$ cat src/rtl/encoder_pkg.sv
// Shared sizing, index type and the all-zero index for the 8-to-3 encoder.
package encoder_pkg;

    localparam int NUM_IN = 8;
    localparam int IDX_W  = 3;

    typedef logic [IDX_W-1:0] idx_t;

    localparam idx_t IDX_ZERO = '0;

    // Index reported when no request line is active (same code as D0).
    function automatic idx_t idx_zero();
        return IDX_ZERO;
    endfunction

endpackage : encoder_pkg

$ cat src/rtl/encoder_core.sv
// Combinational priority encoder: highest active request wins, plus
// any-active and more-than-one-active qualifiers.
module encoder_core
    import encoder_pkg::*;
(
    input  logic [NUM_IN-1:0] d,
    output idx_t              idx,
    output logic              any,
    output logic              multi
);

    localparam logic [NUM_IN-1:0] ONE = {{(NUM_IN-1){1'b0}}, 1'b1};

    // Scan upward so the last (highest) set bit overwrites lower ones.
    always_comb begin
        idx = idx_zero();
        for (int k = 0; k < NUM_IN; k++) begin
            if (d[k]) begin
                idx = IDX_W'(k);
            end
        end
    end

    // Clearing the lowest set bit leaves something only if two or more were set.
    always_comb begin
        any   = |d;
        multi = |(d & (d - ONE));
    end

endmodule : encoder_core

$ cat src/rtl/encoder_8x3.sv
// Registered 8-to-3 priority encoder with valid and multi-hot flags.
// Outputs come straight from flops; one cycle of latency.
module encoder_8x3
    import encoder_pkg::*;
(
    input  logic clk,
    input  logic rst_n,
    input  logic D0,
    input  logic D1,
    input  logic D2,
    input  logic D3,
    input  logic D4,
    input  logic D5,
    input  logic D6,
    input  logic D7,
    output logic A0,
    output logic A1,
    output logic A2,
    output logic valid,
    output logic multi_hot
);

    logic [NUM_IN-1:0] d_vec;
    idx_t              idx_c;
    logic              any_c;
    logic              multi_c;

    idx_t idx_d,   idx_q;
    logic valid_d, valid_q;
    logic multi_d, multi_q;

    assign d_vec = {D7, D6, D5, D4, D3, D2, D1, D0};

    encoder_core u_core (
        .d     (d_vec),
        .idx   (idx_c),
        .any   (any_c),
        .multi (multi_c)
    );

    // Next-state for the output register is the core result of this cycle.
    always_comb begin
        idx_d   = idx_c;
        valid_d = any_c;
        multi_d = multi_c;
    end

    // Output register; reset clears everything without needing a clock.
    always_ff @(posedge clk or negedge rst_n) begin
        if (!rst_n) begin
            idx_q   <= idx_zero();
            valid_q <= 1'b0;
            multi_q <= 1'b0;
        end else begin
            idx_q   <= idx_d;
            valid_q <= valid_d;
            multi_q <= multi_d;
        end
    end

    assign A0        = idx_q[0];
    assign A1        = idx_q[1];
    assign A2        = idx_q[2];
    assign valid     = valid_q;
    assign multi_hot = multi_q;

endmodule : encoder_8x3

$ cat config.mk
export PLATFORM = sky130hd
export DESIGN_NAME = encoder_8x3
export DESIGN_NICKNAME = d
export VERILOG_FILES = /design/src/rtl/encoder_pkg.sv /design/src/rtl/encoder_core.sv /design/src/rtl/encoder_8x3.sv
export SDC_FILE = /design/constraint.sdc
export NUM_CORES = 1
export LEC_CHECK = 0
export BUFFER_PORTS_ARGS = -buffer_cell sky130_fd_sc_hd__buf_4
export CORE_AREA = 3 3 40 42
export DETAILED_ROUTE_END_ITERATION = 6
export DIE_AREA = 0 0 43 45
export GPL_TIMING_DRIVEN = 0
export PLACE_DENSITY = 0.5
export SYNTH_ARGS = -nofsm -noshare
export SYNTH_HDL_FRONTEND = slang
export SYNTH_SLANG_ARGS = --single-unit
$ cat constraint.sdc
create_clock -name clk -period 1.4 [get_ports clk]
set_clock_uncertainty 0.1 [all_clocks]
set_input_delay 0.28 -clock clk [delete_from_list [all_inputs] [get_ports clk]]
set_output_delay 0.28 -clock clk [all_outputs]
set_load 0.005 [all_outputs]
# Yosys cells after proc, flatten, opt, wreduce, memory -nomap -nowiden
# Index checks and enable logic that the tools add are counted.
[word_totals]
register_bits = 5
latchBits = 0
mem_bits_rw = 0
mem_bits_ro = 0
input_bits = 10
out_inout_bits = 5
wordCells = 14
n_memories = 0
[op_classes]
n_addsub = 1
mul = 0
n_div = 0
magnitude_cmp = 0
eq_ne = 0
shift = 0
muxes = 7
bitwise_logic = 1
reduce_logical = 2
[op_table]
columns = ["operator", "count"]
rows = [
  ["$reduce_or A8 Y1", 2],
  ["$mux W3", 4],
  ["$and A8 B8 Y8", 1],
  ["$sub A8 B1 Y8 const B", 1],
  ["$mux W2", 2],
  ["$mux W1", 1],
]

# Depth between registers and ports, before layout
# Gate-level depths: netlist of run 1.
[depth]
word_depth = 7
mapped_depth = 3
depth_no_buf = 3

# Cells and area by module
# Synthesis of run 1 repeated with hierarchy kept, for this count alone.
[hier_totals]
hier_cells = 26
area_unflattened_um2 = 252.7
[modules_own_cells]
columns = ["mod", "instances", "cells_each", "area_each_um2", "seq_area_each_um2"]
rows = [
  ["encoder_core", 1, 21, 127.6, 0.0],
  ["encoder_8x3", 1, 5, 125.1, 125.1],
]

# Worst setup path before layout of run 1
# Ideal clock, no wire load.
[synth_timing]
path_type = "in2reg"
from = "in D5"
to = "reg multi_q, in the netlist multi_hot"
setup_time_ns = 0.142
t_arrival_ns = 0.770
required_time_ns = 1.158
setup_slack_ns = 0.389
path_stages = 3
n_path_buf = 0
cell_sequence = "a22o_1 a221oi_2 o2111ai_1"
[synth_via]
elab_chain_len = 3
[synth_rtl]
columns = ["item", "line", "source"]
rows = [
  ["start, declared", "encoder_8x3.sv:13", "input logic D5,"],
  ["$sub A8 B1 Y8", "encoder_core.sv:27", "multi = |(d & (d - ONE));"],
  ["$and A8 B8 Y8 (*)", "encoder_core.sv:27", ""],
  ["$reduce_or A8 Y1 (*)", "encoder_core.sv:27", ""],
  ["via multi_c", "encoder_8x3.sv:26", "logic multi_c;"],
  ["end signal, assigned", "encoder_8x3.sv:57", "multi_q <= multi_d;"],
  ["end, declared", "encoder_8x3.sv:30", "logic multi_d, multi_q;"],
]
# The timed path passes the listed nets; every way through them passes the cells marked *.

# Worst setup path in the final report of run 1
[layout_timing]
from = "reg idx_q[0]"
to = "out A0"
[layout_lines]
columns = ["item", "line", "source"]
rows = [
  ["start, declared", "encoder_8x3.sv:28", "idx_t idx_d, idx_q;"],
  ["start signal, assigned", "encoder_8x3.sv:51", "idx_q <= idx_zero();"],
  ["start signal, assigned", "encoder_8x3.sv:55", "idx_q <= idx_d;"],
  ["end, declared", "encoder_8x3.sv:16", "output logic A0,"],
]
# No word-level cell between the ends.

==> results of run 1 <==
[metal layers]
layer | up-vias | global-route usage (%) | wire, microns | share of wire [%]
li1 | 123 | - | - | -
met1 | 105 | 8.07 | 240 | 42
met2 | 15 | 12.0 | 258 | 45
met3 | 0 | 3.19 | 77 | 13
met4 | 0 | 7.23 | 0 | 0
met5 | - | 0 | 0 | 0
[cells in the mapped netlist]
cell,count,area [sq um]
o22ai_1,2,12.5
nor2_1,2,7.51
dfrtp_1,5,125
o31ai_1,2,15.0
nand2_1,1,3.75
a21oi_1,2,10.0
a221oi_2,1,15.0
o2111ai_1,1,8.76
a22o_1,1,8.76
inv_1,3,11.3
nor4_2,1,12.5
nor4_1,1,6.26
[metrics by stage]
step	std cells	setup WS, ps	cell area [sq um]	total power (W)
CTS	56	285	397	0.000386
finish	56	303	397	0.000374
floorplan	22	389	236	0.000170
detailed placement	51	183	360	0.000215
global placement	51	203	360	0.000212
global route	56	269	397	0.000400
[registers in the layout (all words and copies together), names as in the netlist]
name,count
multi_hot,1
valid,1
idx_q,3
[power breakdown]
part / internal [W] / switching (W)
clock network: 0.000107 / 0.0000520
logic: 0.0000347 / 0.0000296
registers: 0.000150 / 0.00000118
[layout make-up]
| type | count | area, sq um |
|---|---|---|
| multi-input combinational | 14 | 100 |
| clock buffer | 4 | 26.3 |
| timing repair buffer | 15 | 115 |
| sequential | 5 | 125 |
| inverter | 3 | 11.3 |
| tap | 15 | 18.8 |
| fill | 139 | 888 |
[what timing repair did]
item | 4_1_cts | 5_1_grt
setup buffers | 0 | 0
hold endpoints to repair | 5 | 0
hold buffers | 1 | 0
[worst paths after layout]
path	from	endpoint	slack (ps)	cells past startpoint
min	D4	idx_q[1]$_DFF_PN0_	170	2
min in group asynchronous	rst_n	multi_hot$_DFF_PN0_	290	2
max	idx_q[0]$_DFF_PN0_	A0	300	1
max in group asynchronous	rst_n	idx_q[0]$_DFF_PN0_	810	2
[logic make-up after synthesis]
family	count (synthesis)	share of synthesized area, %
simple gates	5	12.7
compound gates	9	29.6
buf+inv	3	4.76
flops	5	52.9
==> results by group, run 1 <==
Finish
  • Share of layout cells above drive strength 1: 46.3%
  • Most common cell after layout, fill and taps aside: buf_4
  • # diodes: 0
  • Final core occ: 30.9%
  • Most frequent cells in the layout: 14 x buf_4, 5 x dfrtp_1, 3 x inv_1, 3 x clkbuf_4
  • Final #Nets: 52
  • Area grow syn2layout: 67.7%

Drt
  • Routed Antenna Nets: 0
  • Vias per cell: 4.34
  • TritonRoute pass-1 iters: 1
  • DRC viols: 0
  • Via count: 243
  • DRT Wirelength: 576 microns
  • DR iter-0 viols: 0
  • Post-DR wirelength/cell: 10.3 microns

Clocking
  • CTS Buf Count: 3
  • CTS tree: done
  • Resized Gates After CTS: 0
  • CTS H-tree depth: 1
  • CTS clk-pin slew, worst paths: 40 ps
  • CTS Buffer Depth: 2
  • CTS sink cnt: 5
  • CTS Root Buffer Type: clkbuf_4

Yosys
  • Yosys warnings: 0
  • #FFs+latches synth: 5
  • Unique masters post-synth: 12
  • Syn nets: 32
  • Sequential share of the synthesized area: 52.9%
  • Cells after Synth: 22
  • Average cell area after synthesis: 10.7 sq um
  • Synthesized area: 236 sq um

Setup path
  • Critical path, cell by cell: buf_4
  • Max incr delay on CP: 350 ps
  • CP endpoint kind: output pin
  • Critical setup path kind: reg2out
  • Critical Path Start Type: register
  • Worst EP arrival: 720 ps
  • Crit-path slowest cell: dfrtp_1
  • Worst endpoint required time: 1020 ps
  • Critical path peak fanout: 1
  • CP bufs+invs: 1
  • Crit path max-delay family: flip-flops

Timing
  • Rel. slew slack: 77.1%
  • Final Hold Vio Count: 0
  • WHS: 171 ps
  • Setup violations, final: 0
  • Fin. max-slew vios: 0
  • Maximum clock rate: 0.911 GHz
  • Final period util: 78.4%
  • Period minus WS final: 1100 ps
  • Worst-margin pin slew: 341 ps
  • Setup_tns: 0 ps
  • RSZ-0062 raised after global routing: no

Global routing
  • GRT Overall Usage: 7.78%
  • Largest net degree at the start of global routing: 7
  • GR Overflow Total: 0
  • Vias in the first global route: 267
  • Initial antenna violation count: 0
  • Wire length of the first global-routing pass: 1080 microns

Floorplanning
  • Die height: 45 microns
  • Die span in x: 43 microns
  • Initial core utilization: 18.4%
  • Rows: 13
  • Die ar.: 1940 sq um
  • Core ar.: 1280 sq um
  • Io pins: 15

Flow run
  • Max-cap violations: 0

Min path
  • HP Class: in2reg

Place
  • PortBufs: 14
  • GP Congestion: 0.707

Power
  • PD cells: 944 nW/um^2
  • Leakage: 0.165 nW
  • Maximum VDD drop: 0.222 mV

Outcome
  • Status: complete, no violations
Note: power is estimated with default switching activity, not from simulation.
==> run 2, diff against run 1 <==
--- a/config.mk
+++ b/config.mk
@@ -10,7 +10,7 @@
 export DETAILED_ROUTE_END_ITERATION = 6
 export DIE_AREA = 0 0 43 45
 export GPL_TIMING_DRIVEN = 0
-export PLACE_DENSITY = 0.5
+export PLACE_DENSITY = 0.51
 export SYNTH_ARGS = -nofsm -noshare
 export SYNTH_HDL_FRONTEND = slang
 export SYNTH_SLANG_ARGS = --single-unit
==> constraint.sdc (replaced) <==
create_clock -name clk -period 1 [get_ports clk]
set_clock_uncertainty 0.1 [all_clocks]
set_input_delay 0.2 -clock clk [delete_from_list [all_inputs] [get_ports clk]]
set_output_delay 0.2 -clock clk [all_outputs]
set_load 0.005 [all_outputs]
==> run 2 against run 1 <==
  * The flow now finishes with violations (setup timing)
  * Routed wire length is 6.8% lower
  * Utilization increased by 1.5 points
  * Critical path depth unchanged
  * Critical endpoint unchanged
  * Global-route usage fell by 1.6 points
  * Non-clock buffer count stayed put
  * Final area grew 4.7%
  * Clock power grew 42%
  * Power increased by 42%
  * Worst hold slack lost 82 ps
  * Count of clock-buffer cells in the layout stayed put
==> results by group, run 2 (synthesized netlist as in run 1, its figures left out) <==
Global routing
  • GR Overflow Total: 0
  • Vias in the first global route: 201
  • Wire length of the first global-routing pass: 814 microns
  • Initial antenna violation count: 0
  • GRT Overall Usage: 6.21%
  • Largest net degree at the start of global routing: 7

Timing
  • Maximum clock rate: 0.988 GHz
  • Setup violations, final: 5
  • Rel. slew slack: 75.6%
  • Final WS setup: -12.6 ps
  • Fin. max-slew vios: 0
  • Final period util: 101%
  • RSZ-0062 raised after global routing: yes
  • Final Hold Vio Count: 0
  • Worst-margin pin slew: 363 ps
  • Period minus WS final: 1010 ps

Finish
  • Fill cells: 133
  • Final #Nets: 52
  • # diodes: 0
  • Most frequent cells in the layout: 9 x buf_4, 5 x dfrtp_1, 5 x buf_6
  • Top reg by flops: idx_q
  • Most common cell after layout, fill and taps aside: buf_4
  • Share of layout cells above drive strength 1: 46.3%
  • Max reg flops: 3
  • Area grow syn2layout: 75.7%

Power
  • Pint: 0.000413 W
  • PD cells: 1280 nW/um^2
  • Leakage: 0.174 nW
  • Switching share of power: 22.4%
  • Clock network power share: 42.5%
  • Combinational power share: 17.6%
  • Sw Pwr: 0.000119 W
  • Maximum VDD drop: 0.272 mV
  • Total power: 0.000531 W
  • Part of the power in registers: 40.0%

Setup path
  • CP bufs+invs: 1
  • Worst endpoint required time: 700 ps
  • Critical Path Start Type: register
  • Crit path depth: 1
  • Crit path max-delay family: flip-flops
  • CP endpoint kind: output pin
  • Max incr delay on CP: 360 ps
  • Crit-path slowest cell: dfrtp_1
  • Critical path peak fanout: 1
  • Critical setup path kind: reg2out
  • Worst EP arrival: 710 ps
  • Critical path, cell by cell: buf_6

Floorplanning
  • Die ar.: 1940 sq um
  • Initial core utilization: 18.4%
  • Io pins: 15
  • Die span in x: 43 microns
  • Rows: 13
  • Core ar.: 1280 sq um
  • Die height: 45 microns

Drt
  • TritonRoute pass-1 iters: 4
  • Vias per cell: 4.20
  • DR iter-0 viols: 4
  • Post-DR wirelength/cell: 9.59 microns
  • DRT Wirelength: 537 microns
  • Via count: 235
  • Routed Antenna Nets: 0
  • DRC viols: 0

Outcome
  • Failing checks: setup timing
  • Status: finished, violations left

Place
  • Setup WS pre-CTS: -123 ps
  • GP Congestion: 0.703
  • Hpwl dp: 423 microns
  • PortBufs: 14

Clocking
  • CTS H-tree depth: 1
  • CTS clk-pin slew, worst paths: 40 ps
  • CTS Buf Count: 3
  • CTS Root Buffer Type: clkbuf_4
  • CTS Buffer Depth: 2
  • CTS tree: done
  • CTS sink cnt: 5
  • Setup Buffers After CTS: 0

Min path
  • HP Class: in2reg
  • Worst hold path endpoint: idx_q[1]$_DFF_PN0_
  • Hold path start: D5
  • WHS Path Cells: 2

Flow run
  • Max-cap violations: 0
-- run 2: cell count changes in the layout (fill, tap and decap cells not counted) --
cell   change
buf_4      -5
buf_6      +5
-- run 2: power groups by stage --
stage               sequential (W)  combinational (W)  clock (W)
floorplan                 0.000215          0.0000232          0
global placement          0.000214          0.0000852          0
detailed placement        0.000214          0.0000865          0
CTS                       0.000212          0.0000933   0.000236
global route              0.000213           0.000102   0.000239
finish                    0.000212          0.0000933   0.000226
-- run 2: worst max path at each step --
| stage | startpoint | endpoint |
|---|---|---|
| after floorplan | D5 | multi_hot$_DFF_PN0_ |
| after global placement | D4 | multi_hot$_DFF_PN0_ |
| after CTS | idx_q[0]$_DFF_PN0_ | A0 |
| after global routing | idx_q[0]$_DFF_PN0_ | A0 |
| final | idx_q[0]$_DFF_PN0_ | A0 |
| after detailed placement | D5 | multi_hot$_DFF_PN0_ |
-- run 2: layer usage --
metal / part of all wire, % / global-route usage, %
met1: 47 / 7.14
met3: 17 / 3.19
met5: 0 / 0
met2: 36 / 7.49
met4: 0 / 7.23
-- run 2: cell type report --
class / instances / area (sq um) / area share (%)
clock buffers: 4 / 26.3 / 6.33
inverters: 3 / 11.3 / 2.71
multi-input cells: 14 / 100 / 24.1
flip-flops and latches: 5 / 125 / 30.1
well taps: 15 / 18.8 / 4.52
repair buffers: 15 / 134 / 32.2
-- run 2: repair_timing --
action,in CTS,in global routing
setup endpoints to repair,5,5
hold buffers,1,0
endpoints found under the hold margin,5,0
gates resized for setup,5,0
-- run 2: metrics by stage --
step | cell area [sq um] | cells | utilization [%] | hold slack (ps) | setup TNS, ps
after detailed placement | 360 | 51 | 28.0 | -96.7 | -147
after global routing | 415 | 56 | 32.3 | 86.6 | -160
final | 415 | 56 | 32.3 | 89.0 | -49.4
after CTS | 415 | 56 | 32.3 | 80.4 | -106
after floorplan | 236 | 22 | - | -196 | 0
after global placement | 360 | 51 | 28.0 | -97.8 | -210
==> run 3, diff against run 2 <==
--- a/config.mk
+++ b/config.mk
@@ -11,6 +11,7 @@
 export DIE_AREA = 0 0 43 45
 export GPL_TIMING_DRIVEN = 0
 export PLACE_DENSITY = 0.51
+export SETUP_SLACK_MARGIN = 0.4
 export SYNTH_ARGS = -nofsm -noshare
 export SYNTH_HDL_FRONTEND = slang
 export SYNTH_SLANG_ARGS = --single-unit
==> run 3 against run 2 <==
  * Die area did not move
  * The run still ends with setup timing left
  * Critical path depth did not move
  * Routed wire length rose by 28%
  * Clock power barely moved
  * Worst hold slack got worse by 31 ps
  * Via count rose by 16%
  * Power rose by 9.9%
  * Highest routed layer is now met4
  * Critical path type unchanged
  * Global-route usage rose by 1.8 points
  * Combinational power rose by 55%
  * Largest power group unchanged
  * Final area rose by 27%
  * Sequential power barely moved
  * Largest cell class unchanged
  * Final cell count rose by 3.6%
==> results by group, run 3 (synthesized netlist as in run 1, its figures left out) <==
Floorplanning
  • Rows: 13
  • Core ar.: 1280 sq um
  • Io pins: 15
  • Initial core utilization: 18.4%
  • Die span in x: 43 microns
  • Die ar.: 1940 sq um
  • Die height: 45 microns

Place
  • PortBufs: 14
  • GP Congestion: 0.696
  • Hpwl dp: 476 microns

Timing
  • Final period util: 102%
  • Maximum clock rate: 0.978 GHz
  • Final WS setup: -22.1 ps
  • Setup violations, final: 5
  • Period minus WS final: 1020 ps
  • Fin. max-slew vios: 0
  • Rel. slew slack: 82.8%
  • Worst-margin pin slew: 256 ps
  • WHS: 57.6 ps
  • Final Hold Vio Count: 0
  • RSZ-0062 raised after global routing: yes

Setup path
  • Max incr delay on CP: 370 ps
  • Critical setup path kind: reg2out
  • Crit path max-delay family: flip-flops
  • Critical Path Start Type: register
  • Crit-path slowest cell: dfrtp_1
  • Worst EP arrival: 720 ps
  • Critical path peak fanout: 1
  • Worst endpoint required time: 700 ps
  • Critical path, cell by cell: buf_6
  • Critical Path Source: idx_q[2]$_DFF_PN0_
  • CP bufs+invs: 1
  • CP endpoint kind: output pin

Drt
  • DR iter-0 viols: 7
  • Vias per cell: 4.71
  • Routed Antenna Nets: 0
  • Post-DR wirelength/cell: 11.8 microns
  • Via count: 273
  • DRC viols: 0
  • TritonRoute pass-1 iters: 4
  • DRT Wirelength: 685 microns

Finish
  • Most frequent cells in the layout: 9 x buf_6, 5 x dfrtp_1, 4 x buf_4
  • Fill cells: 132
  • Top reg by flops: idx_q
  • Most common cell after layout, fill and taps aside: buf_6
  • # diodes: 0
  • Area of the multi-input gates: 159 sq um
  • Share of layout cells above drive strength 1: 65.1%
  • Max reg flops: 3
  • Reg area: 125 sq um
  • Final #Nets: 54
  • Area grow syn2layout: 123%
  • Final core occ: 41.0%

Power
  • Leakage: 0.200 nW
  • PD cells: 1110 nW/um^2
  • Maximum VDD drop: 0.345 mV

Global routing
  • Wire length of the first global-routing pass: 1050 microns
  • GR Overflow Total: 0
  • Initial antenna violation count: 0
  • Largest net degree at the start of global routing: 7
  • GRT Overall Usage: 7.97%
  • Vias in the first global route: 275

Clocking
  • CTS Buffer Depth: 2
  • CTS H-tree depth: 1
  • CTS sink cnt: 5
  • CTS tree: done
  • CTS Root Buffer Type: clkbuf_4
  • CTS clk-pin slew, worst paths: 40 ps
  • CTS Buf Count: 3

Min path
  • HP Class: in2reg
  • Hold path start: D4

Outcome
  • Status: finished, violations left
  • Failing checks: setup timing

Flow run
  • Max-cap violations: 0
[run 3: changes by cell type in the layout (fill, tap and decap cells not counted), sizes merged]
cell / delta
buf: +2
[run 3: cell type report]
class                   instances  area share (%)
clock buffers                   4            4.99
inverters                       3            2.14
multi-input cells              14            30.2
flip-flops and latches          5            23.8
well taps                      15            3.56
repair buffers                 17            35.4
[run 3: worst paths after layout]
check | end | slack [ps] | cells past startpoint
worst max-delay path | A2 | -20 | 1
worst min-delay path | idx_q[2]$_DFF_PN0_ | 60 | 3
max in group asynchronous | idx_q[0]$_DFF_PN0_ | 500 | 2
min in group asynchronous | idx_q[2]$_DFF_PN0_ | 200 | 2
[run 3: stage by stage]
step | power [W] | std cells | setup slack, ps | setup TNS [ps] | instance area (sq um)
floorplan | 0.000241 | 22 | 80.6 | 0 | 260
global placement | 0.000307 | 51 | -123 | -123 | 384
detailed placement | 0.000311 | 51 | -126 | -126 | 384
CTS | 0.000578 | 57 | -28.9 | -132 | 492
global route | 0.000616 | 58 | -49.5 | -197 | 527
finish | 0.000584 | 58 | -22.1 | -77.5 | 527
[run 3: power breakdown]
group	switching [W]	internal, W	leakage, nW	total (W)
sequential	0.00000298	0.000210	0.0474	0.000213
clock	0.0000754	0.000150	0.0150	0.000226
combinational	0.0000649	0.0000802	0.138	0.000145
[run 3: metal layers]
layer	track usage, %	part of all wire, %	vias to the layer above
li1	-	-	127
met1	7.14	33	120
met2	13.5	51	24
met3	2.39	13	2
met4	9.04	2.2	0
met5	0	0	-
[run 3: timing repair]
| item | 4_1_cts | 5_1_grt |
|---|---|---|
| buffers inserted | 1 | 1 |
| cloned | 0 | 0 |
| endpoints found under the hold margin | 5 | 0 |
| hold buffers | 1 | 0 |
| pin swaps | 7 | 5 |
| gates resized for setup | 15 | 8 |
| endpoints found under the setup margin | 9 | 10 |
